## config.mk

```make
export PLATFORM = sky130hd
export DESIGN_NAME = player_control
export DESIGN_NICKNAME = d
export VERILOG_FILES = /design/src/rtl/player_control.sv
export SDC_FILE = /design/constraint.sdc
export NUM_CORES = 1
export LEC_CHECK = 0
export CAP_MARGIN = 40
export CORE_AREA = 2 2 219 221
export CTS_BUF_LIST = sky130_fd_sc_hd__clkbuf_8 sky130_fd_sc_hd__clkbuf_16
export DETAILED_ROUTE_END_ITERATION = 8
export DIE_AREA = 0 0 221 223
export SYNTH_ARGS = -nofsm -noshare
export SYNTH_HDL_FRONTEND = slang
export SYNTH_SLANG_ARGS = --single-unit
```

## constraint.sdc

```tcl
create_clock -name clk -period 7 [get_ports clk]
set_input_delay 1.4 -clock clk [delete_from_list [all_inputs] [get_ports clk]]
set_output_delay 1.4 -clock clk [all_outputs]
set_load 0.01 [all_outputs]
```

## src/rtl/player_control.sv

```systemverilog
// player_control: two-player movement FSM with crash detection and map write-select sequencing.
package game_pkg;
  localparam int MAP_WIDTH = 16;
  localparam int MAP_HEIGHT = 16;
  localparam int XW = $clog2(MAP_WIDTH);
  localparam int YW = $clog2(MAP_HEIGHT);
  typedef enum logic [1:0] {EMPTY, FRAME, TRAIL_1, TRAIL_2} tile;
  localparam logic [7:0] start_x_1 = 8'd4;
  localparam logic [7:0] start_y_1 = 8'd6;
  localparam logic [7:0] start_x_2 = 8'd12;
  localparam logic [7:0] start_y_2 = 8'd6;
endpackage

module player_control import game_pkg::*; #(
  parameter int MOVE_PERIOD = 650000
) (
  input  logic       clk,
  input  logic       rst,
  input  logic       start,
  input  logic [1:0] dir_1,
  input  logic [1:0] dir_2,
  input  tile        map [MAP_WIDTH][MAP_HEIGHT],
  output logic [7:0] current_x_1,
  output logic [7:0] current_y_1,
  output logic [7:0] current_x_2,
  output logic [7:0] current_y_2,
  output logic [1:0] selected_player,
  output logic       game_over,
  output logic [1:0] winner
);
  localparam int CW = $clog2(MOVE_PERIOD);
  localparam logic [1:0] UP = 2'b00, RIGHT = 2'b01, DOWN = 2'b10, LEFT = 2'b11;
  typedef enum logic [2:0] {IDLE, RUN, STEP, CHECK, WRITE_P1, WRITE_P2, OVER} state_t;
  state_t state_q, state_d;
  logic [CW-1:0] cnt_q, cnt_d;
  logic [1:0] pend_q [2], pend_d [2], app_q [2], app_d [2], dir_in [2];
  logic [7:0] cur_x_q [2], cur_x_d [2], cur_y_q [2], cur_y_d [2];
  logic [7:0] nx_q [2], nx_d [2], ny_q [2], ny_d [2];
  logic       go_q, go_d;
  logic [1:0] win_q, win_d;
  logic [1:0] crash;
  logic       same;
  assign dir_in[0] = dir_1;
  assign dir_in[1] = dir_2;
  assign same = (nx_q[0] == nx_q[1]) && (ny_q[0] == ny_q[1]);
  // Out-of-range positions short-circuit before the map lookup, so the truncated index is never trusted.
  always_comb begin
    for (int p = 0; p < 2; p++)
      crash[p] = (nx_q[p] >= 8'(MAP_WIDTH)) || (ny_q[p] >= 8'(MAP_HEIGHT)) ||
                 (map[nx_q[p][XW-1:0]][ny_q[p][YW-1:0]] != EMPTY) || same;
  end
  always_comb begin
    state_d = state_q;
    cnt_d   = cnt_q;
    go_d    = go_q;
    win_d   = win_q;
    for (int p = 0; p < 2; p++) begin
      pend_d[p]  = (dir_in[p] == (app_q[p] ^ 2'b10)) ? pend_q[p] : dir_in[p];
      app_d[p]   = app_q[p];
      cur_x_d[p] = cur_x_q[p];
      cur_y_d[p] = cur_y_q[p];
      nx_d[p]    = nx_q[p];
      ny_d[p]    = ny_q[p];
    end
    case (state_q)
      IDLE: begin
        state_d = start ? RUN : IDLE;
        cnt_d   = '0;
      end
      RUN: begin
        state_d = (cnt_q == CW'(MOVE_PERIOD - 1)) ? STEP : RUN;
        cnt_d   = (cnt_q == CW'(MOVE_PERIOD - 1)) ? '0 : cnt_q + 1'b1;
      end
      STEP: begin
        state_d = CHECK;
        for (int p = 0; p < 2; p++) begin
          app_d[p] = pend_q[p];
          nx_d[p]  = (pend_q[p] == RIGHT) ? cur_x_q[p] + 8'd1 :
                     (pend_q[p] == LEFT)  ? cur_x_q[p] - 8'd1 : cur_x_q[p];
          ny_d[p]  = (pend_q[p] == DOWN)  ? cur_y_q[p] + 8'd1 :
                     (pend_q[p] == UP)    ? cur_y_q[p] - 8'd1 : cur_y_q[p];
        end
      end
      CHECK: begin
        state_d = (|crash) ? OVER : WRITE_P1;
        go_d    = |crash;
        win_d   = {crash[0], crash[1]};
        for (int p = 0; p < 2; p++) begin
          cur_x_d[p] = (|crash) ? cur_x_q[p] : nx_q[p];
          cur_y_d[p] = (|crash) ? cur_y_q[p] : ny_q[p];
        end
      end
      WRITE_P1: state_d = WRITE_P2;
      WRITE_P2: state_d = RUN;
      OVER:     state_d = OVER;
      default:  state_d = IDLE;
    endcase
  end
  always_ff @(posedge clk) begin
    if (rst) begin
      state_q <= IDLE;
      cnt_q   <= '0;
      pend_q  <= '{RIGHT, LEFT};
      app_q   <= '{RIGHT, LEFT};
      cur_x_q <= '{start_x_1, start_x_2};
      cur_y_q <= '{start_y_1, start_y_2};
      nx_q    <= '{start_x_1, start_x_2};
      ny_q    <= '{start_y_1, start_y_2};
      go_q    <= 1'b0;
      win_q   <= 2'b00;
    end else begin
      state_q <= state_d;
      cnt_q   <= cnt_d;
      pend_q  <= pend_d;
      app_q   <= app_d;
      cur_x_q <= cur_x_d;
      cur_y_q <= cur_y_d;
      nx_q    <= nx_d;
      ny_q    <= ny_d;
      go_q    <= go_d;
      win_q   <= win_d;
    end
  end
  assign current_x_1     = cur_x_q[0];
  assign current_y_1     = cur_y_q[0];
  assign current_x_2     = cur_x_q[1];
  assign current_y_2     = cur_y_q[1];
  assign selected_player = (state_q == WRITE_P1) ? 2'b01 : (state_q == WRITE_P2) ? 2'b11 : 2'b00;
  assign game_over       = go_q;
  assign winner          = win_q;
endmodule

```

**Yosys cells after proc, flatten, opt, wreduce, memory -nomap -nowiden**

Cells that the tools add are included.

- $add $sub $neg: 9
- Magnitude comparators: 8
- Eq/ne operators: 17
- Multiplexer cells: 28
- Bitwise gates (word level): 7
- Reduce and logical (&&, ||, !) cells: 15

Operators by type and width:

| cell | number |
|---|---|
| 32-bit binary-select mux with 4-bit select | 2 |
| 32-bit 2-to-1 mux | 4 |
| 8-bit 2-to-1 mux | 8 |
| 20-bit case mux with 2 select lines | 1 |
| 8-bit by 1-bit adder with 8-bit output, second input constant | 4 |
| 8-bit by 5-bit >= comparator with 1-bit output, second input constant | 4 |
| 8-bit by 1-bit subtractor with 8-bit output, second input constant | 4 |
| 3-bit case mux with 7 select lines | 1 |
| 20-bit by 1-bit adder with 20-bit output, second input constant | 1 |
| 20-bit equality test, second input constant | 1 |
| 5-bit >= comparator, second input constant | 4 |
| 20-bit 2-to-1 mux | 1 |
| 4-bit inverter with 5-bit output | 4 |
| 2-bit binary-select mux with 4-bit select | 2 |
| 8-bit equality test | 2 |
| 2-bit 2-to-1 mux | 8 |
| 3-bit equality test, second input constant | 3 |
| 2-bit equality test, second input constant | 4 |
| 3-bit by 2-bit equality test with 1-bit output, second input constant | 2 |
| 1-bit logical OR | 6 |
| 2-bit nonzero test | 3 |
| 2-bit by 1-bit equality test with 1-bit output, second input constant | 2 |
| 2-bit equality test | 2 |
| 2-bit logical NOT | 2 |
| other kinds (7) | 9 |

- Register bits after elaboration: 98
- Input bits: 519
- Output and inout bits: 37
- Word-level logic and storage cells: 100

**Logic depth before layout (Yosys ltp)**

- Depth in word-level cells: 13
- Gate-level depth with buffers: 16

**Worst setup path after synthesis**

No wires, ideal clock.

- Path kind: input port to flip-flop
- From: input port map[376] (netlist bit)
- To: register cur_x_q (netlist bit current_x_1[7])
- Setup time: 74 ps
- Data arrival time: 3918 ps
- Data required time: 6926 ps
- Setup slack: 3008 ps
- Cell stages on the path: 12
- Buffers on the path: 3
- Path through: nor2_1 mux4_2 mux2_2 a22o_1 o311ai_1 o31ai_1 or4_4 buf_6 and3_1 buf_6 buf_6 nor3b_2

- Longest elaborated chain between the ends: 12
- Elaborated cells between the ends (all ways): 21
- Those cells by class: mux: 12; bitwise: 1; reduce/logical: 8

Ends and longest elaborated chain:

| item | RTL line | text |
|---|---|---|
| start, declared | 22 | `input tile map [MAP_WIDTH][MAP_HEIGHT],` |
| 32-bit binary-select mux with 4-bit select | 50 | `(map[nx_q[p][XW-1:0]][ny_q[p][YW-1:0]] != EMPTY) \|\| same;` |
| 32-bit 2-to-1 mux (not written as such) (2 in series) | 50 |  |
| 2-bit binary-select mux with 4-bit select | 50 |  |
| 2-bit 2-to-1 mux (not written as such) (2 in series) | 50 |  |
| 2-bit nonzero test | 50 |  |
| 1-bit logical OR | 49 | `crash[p] = (nx_q[p] >= 8'(MAP_WIDTH)) \|\| (ny_q[p] >= 8'(MAP_HEIGHT)) \|\|` |
| 1-bit logical OR | 50 |  |
| 2-bit OR reduction * | 89 | `cur_x_d[p] = (\|crash) ? cur_x_q[p] : nx_q[p];` |
| 1-bit inverter (no source line) * | n/a |  |
| 2-bit AND reduction (no source line) * | n/a |  |
| end signal, assigned | 105 | `cur_x_q <= '{start_x_1, start_x_2};` |
| end signal, assigned | 116 | `cur_x_q <= cur_x_d;` |
| end, declared | 37 | `logic [7:0] cur_x_q [2], cur_x_d [2], cur_y_q [2], cur_y_d [2];` |

Every way passes the cells marked *; elsewhere a longest branch is shown, timed or not. The select of a mux whose other input is x is not followed.
A chain may end at the register's enable or synchronous reset.

**Final worst setup path**

- From: input port map[296] (netlist bit)
- To: register cur_y_q (netlist bit current_y_2[2])

- Longest elaborated chain between the ends: 12
- Elaborated cells between the ends (all ways): 21
- Those cells by class: mux: 12; bitwise: 1; reduce/logical: 8

Ends and longest elaborated chain:

| item | RTL line | text |
|---|---|---|
| 32-bit binary-select mux with 4-bit select | 50 |  |
| 32-bit 2-to-1 mux (not written as such) (2 in series) | 50 |  |
| 2-bit binary-select mux with 4-bit select | 50 |  |
| 2-bit 2-to-1 mux (not written as such) (2 in series) | 50 |  |
| 2-bit nonzero test | 50 |  |
| 1-bit logical OR | 49 |  |
| 1-bit logical OR | 50 |  |
| 2-bit OR reduction * | 90 | `cur_y_d[p] = (\|crash) ? cur_y_q[p] : ny_q[p];` |
| 1-bit inverter (no source line) * | n/a |  |
| 2-bit AND reduction (no source line) * | n/a |  |
| end signal, assigned | 106 | `cur_y_q <= '{start_y_1, start_y_2};` |
| end signal, assigned | 117 | `cur_y_q <= cur_y_d;` |
| end, declared | 37 |  |

Marks and branches as above.

==> flow_summary.ini <==
[grt]
grt.total_usage = 0.252
grt_max_degree = 81
grt_pass1_wl_mm = 94.1
overflow = 0
grt_pass1_vias = 14100
antenna_found_initial = 8

[finish]
finalInstanceArea_sq_mm = 0.0172
drive_above_1_share = 0.0679
multi_input_area_sq_mm = 0.00830
fin_util = 0.365
fill_cells = 4899
finalNetCount = 2527
seqCellArea_sq_mm = 0.00198
area_delta_synth_final_pct = 57.9

[drt]
remaining_drc_errors = 0
drtIter0Drc = 1311
drt_wl_total_mm = 65.1
ant_nets = 0
viasPerCell = 5.48
vias = 14400
detailedRoute.firstPassIterationCount = 5
post_drt_wl_per_cell_um = 24.8

[outcome]
status = finished, final reports clean

[die]
dieArea_sq_mm = 0.0493
fp.dieW_um = 221
num_rows = 80
initial_core_util = 0.231
ios = 556
core_area_sq_mm = 0.0471
die_y_um = 223

[logic_synthesis]
seq_area_frac_synth = 0.180
synth_nets = 2053
synth_ff_type = dfxtp_1
synth_edf_count = 0
avgSynthCellArea_sq_um = 7.16
yosys_warnings = 0
ys_types = 72
ys_ff_latch = 98
syn_area_sq_mm = 0.0109
syn_inst = 1525
async_flop_share = 0

[pwr]
seqPwrFrac = 0.358
finalPower_uw = 1580
netSwitchingFraction = 0.265
ir_drop_uv = 104
switchingPower_uw = 419
p_leak_uw = 0.00579
p_clk_frac = 0.312
power.density_mw_per_mm2 = 91.7
p_int_uw = 1160
power_frac_comb = 0.330

[timing]
rsz0062_at_grt = false
max_slew.worst_pin.slew_ns = 0.936
relSlewSlack = 0.376
final-hold-violation-count = 0
holdWs_ns = 0.491
timing.final.crit_share = 0.692
fmax_ghz = 0.207
fin_worst_skew_ns = 0.0133
finalSetupTns_ns = 0
final-setup-viol-count = 0
drv_slew = 0
min_period_ns = 4.84

[worst_setup_path]
slowest_stage = o311ai_0
slowest_delay_ns = 0.76
crit_arrival_ns = 5.03
cp_top_family = compound AO/OA/AOI/OAI gates
crit_buf_inv = 3
crit_chain = clkdlybuf4s50_1 > o311ai_0 > o32a_1 > nand4_1 > o211ai_1 > o31ai_1 > or4_1 > o21bai_1 > buf_4 > and3_1 > buf_4 > o211ai_1
critPathRequiredTime_ns = 7.19
cp_max_fo = 24
critPathCaptureType = flip-flop
crit_type = input pin to flip-flop
critPathLaunchType = input pin

[hold_path]
worstHoldPathType = flip-flop to flip-flop

[placement]
place_congestion = 0.920
portBuffers = 555
place_area_sq_mm = 0.0169
post-dp-hpwl_mm = 52.0

[job]
maxCapViolCount = 0

[clock_tree]
cts_buffers = 9
clk_pin_slew_worst_paths_ns = 0.06
cts_hold_buf = 0
clk_latency_ns = 0.36
cts-resized-gates = 0
htree_levels = 3
tritoncts = yes
clockRootBuffer = clkbuf_16
clk_path_buf_depth = 2
cts.sinks = 98
cts_setup_buffers = 0
[cells by family after synthesis]
logic type	share of synthesized area
xor+xnor	0.0441
compound gates	0.244
flops	0.180
mux	0.132
buf+inv	0.0601
simple gates	0.330
fa+ha+maj	0.0103
[placed cells by master (no fill, tap or decap), types with 34 or more instances in the layout]
| master | synthesis | layout |
|---|---|---|
| nand2_1 | 99 | 99 |
| a21oi_1 | 141 | 141 |
| dfxtp_1 | 98 | 91 |
| a211oi_1 | 63 | 63 |
| nor2_1 | 263 | 263 |
| nand4_1 | 34 | 34 |
| o21ai_0 | 53 | 53 |
| mux4_2 | 57 | 57 |
| nor3_1 | 176 | 176 |
| clkdlybuf4s50_1 | 0 | 554 |
[through the flow]
| stage | worst slack, ns | cells |
|---|---|---|
| finish | 2.16 | 2625 |
| global route | 1.95 | 2623 |
| CTS | 2.20 | 2619 |
| detailed placement | 1.84 | 2603 |
| global placement | 1.83 | 2597 |
| floorplan | 3.01 | 1525 |
[routing by layer]
layer,up-vias,track usage,part of all wire
li1,6721,-,-
met1,6903,0.313,0.41
met2,690,0.446,0.50
met3,80,0.0406,0.067
met4,4,0.0777,0.030
met5,-,0,0.00041
[synth_stat cells, types with 6 or more instances]
| cell | number | area, sq um |
|---|---|---|
| mux4_2 | 57 | 1280 |
| and2_1 | 10 | 62.6 |
| and3_1 | 10 | 62.6 |
| o31ai_1 | 6 | 45.0 |
| nor2_1 | 263 | 987 |
| a311oi_1 | 7 | 61.3 |
| xnor2_1 | 33 | 289 |
| ha_1 | 9 | 113 |
| a31oi_1 | 10 | 62.6 |
| o311ai_0 | 8 | 70.1 |
| a221oi_1 | 6 | 52.6 |
| nor2b_1 | 17 | 106 |
| nand4_1 | 34 | 213 |
| mux2i_1 | 13 | 130 |
| nand2_1 | 99 | 372 |
| buf_1 | 21 | 78.8 |
| nor3b_2 | 16 | 200 |
| nand3_1 | 28 | 140 |
| nor3b_1 | 11 | 82.6 |
| o22ai_1 | 18 | 113 |
| o21ai_0 | 53 | 265 |
| xor2_1 | 22 | 193 |
| a21oi_1 | 141 | 706 |
| o211ai_1 | 22 | 165 |
| a22oi_1 | 11 | 82.6 |
| or3_1 | 13 | 81.3 |
| a2111oi_0 | 6 | 52.6 |
| dfxtp_1 | 98 | 1960 |
| nor3_1 | 176 | 881 |
| a211oi_1 | 63 | 473 |
| inv_1 | 22 | 82.6 |
| o32ai_1 | 6 | 52.6 |
| o41ai_1 | 6 | 52.6 |
| nand2b_1 | 18 | 113 |
| buf_2 | 47 | 235 |
| nor4_1 | 22 | 138 |
| clkbuf_1 | 46 | 173 |
[registers in the layout, indices dropped and copies added, names as in the netlist]
signal	flops
cnt_q	20
nx_q	16
ny_q	16
current_x_1	8
current_x_2	8
current_y_1	8
current_y_2	8
app_q	4
pend_q	4
state_q	3
winner	2
game_over	1
[worst min-delay path, delay by kind of cell (launching register included)]
family / cells / cell delay (ns)
compound gates: 1 / 0.05
simple gates: 1 / 0.06
flops: 1 / 0.33
[power groups by stage]
stage	clock network [uW]	registers [uW]	logic [uW]
global placement	0	579	511
CTS	503	566	519
floorplan	0	574	147
global route	524	567	555
finish	493	566	521
detailed placement	0	579	515
[layout make-up]
cell class	count	share of cell area
sequential	98	0.115
multi-input combinational	1280	0.481
tap	615	0.0447
antenna	6	0.000871
clock inverter	4	0.00145
inverter	26	0.00581
timing repair buffer	584	0.335
clock buffer	12	0.0155
[path summary, 6_finish.rpt]
| kind | startpoint | to | slack [ns] | depth (start not counted) |
|---|---|---|---|---|
| max | map[296] | current_y_2[2]$_SDFFE_PP1P_ | 2.16 | 12 |
| min | app_q[3]$_SDFFE_PP0P_ | app_q[3]$_SDFFE_PP0P_ | 0.49 | 2 |
| min reg2reg | app_q[3]$_SDFFE_PP0P_ | app_q[3]$_SDFFE_PP0P_ | 0.49 | 2 |
| max reg2reg | nx_q[1]$_SDFFE_PP0P_ | current_y_2[2]$_SDFFE_PP1P_ | 2.55 | 10 |
Power figures use the tool's default switching activity.
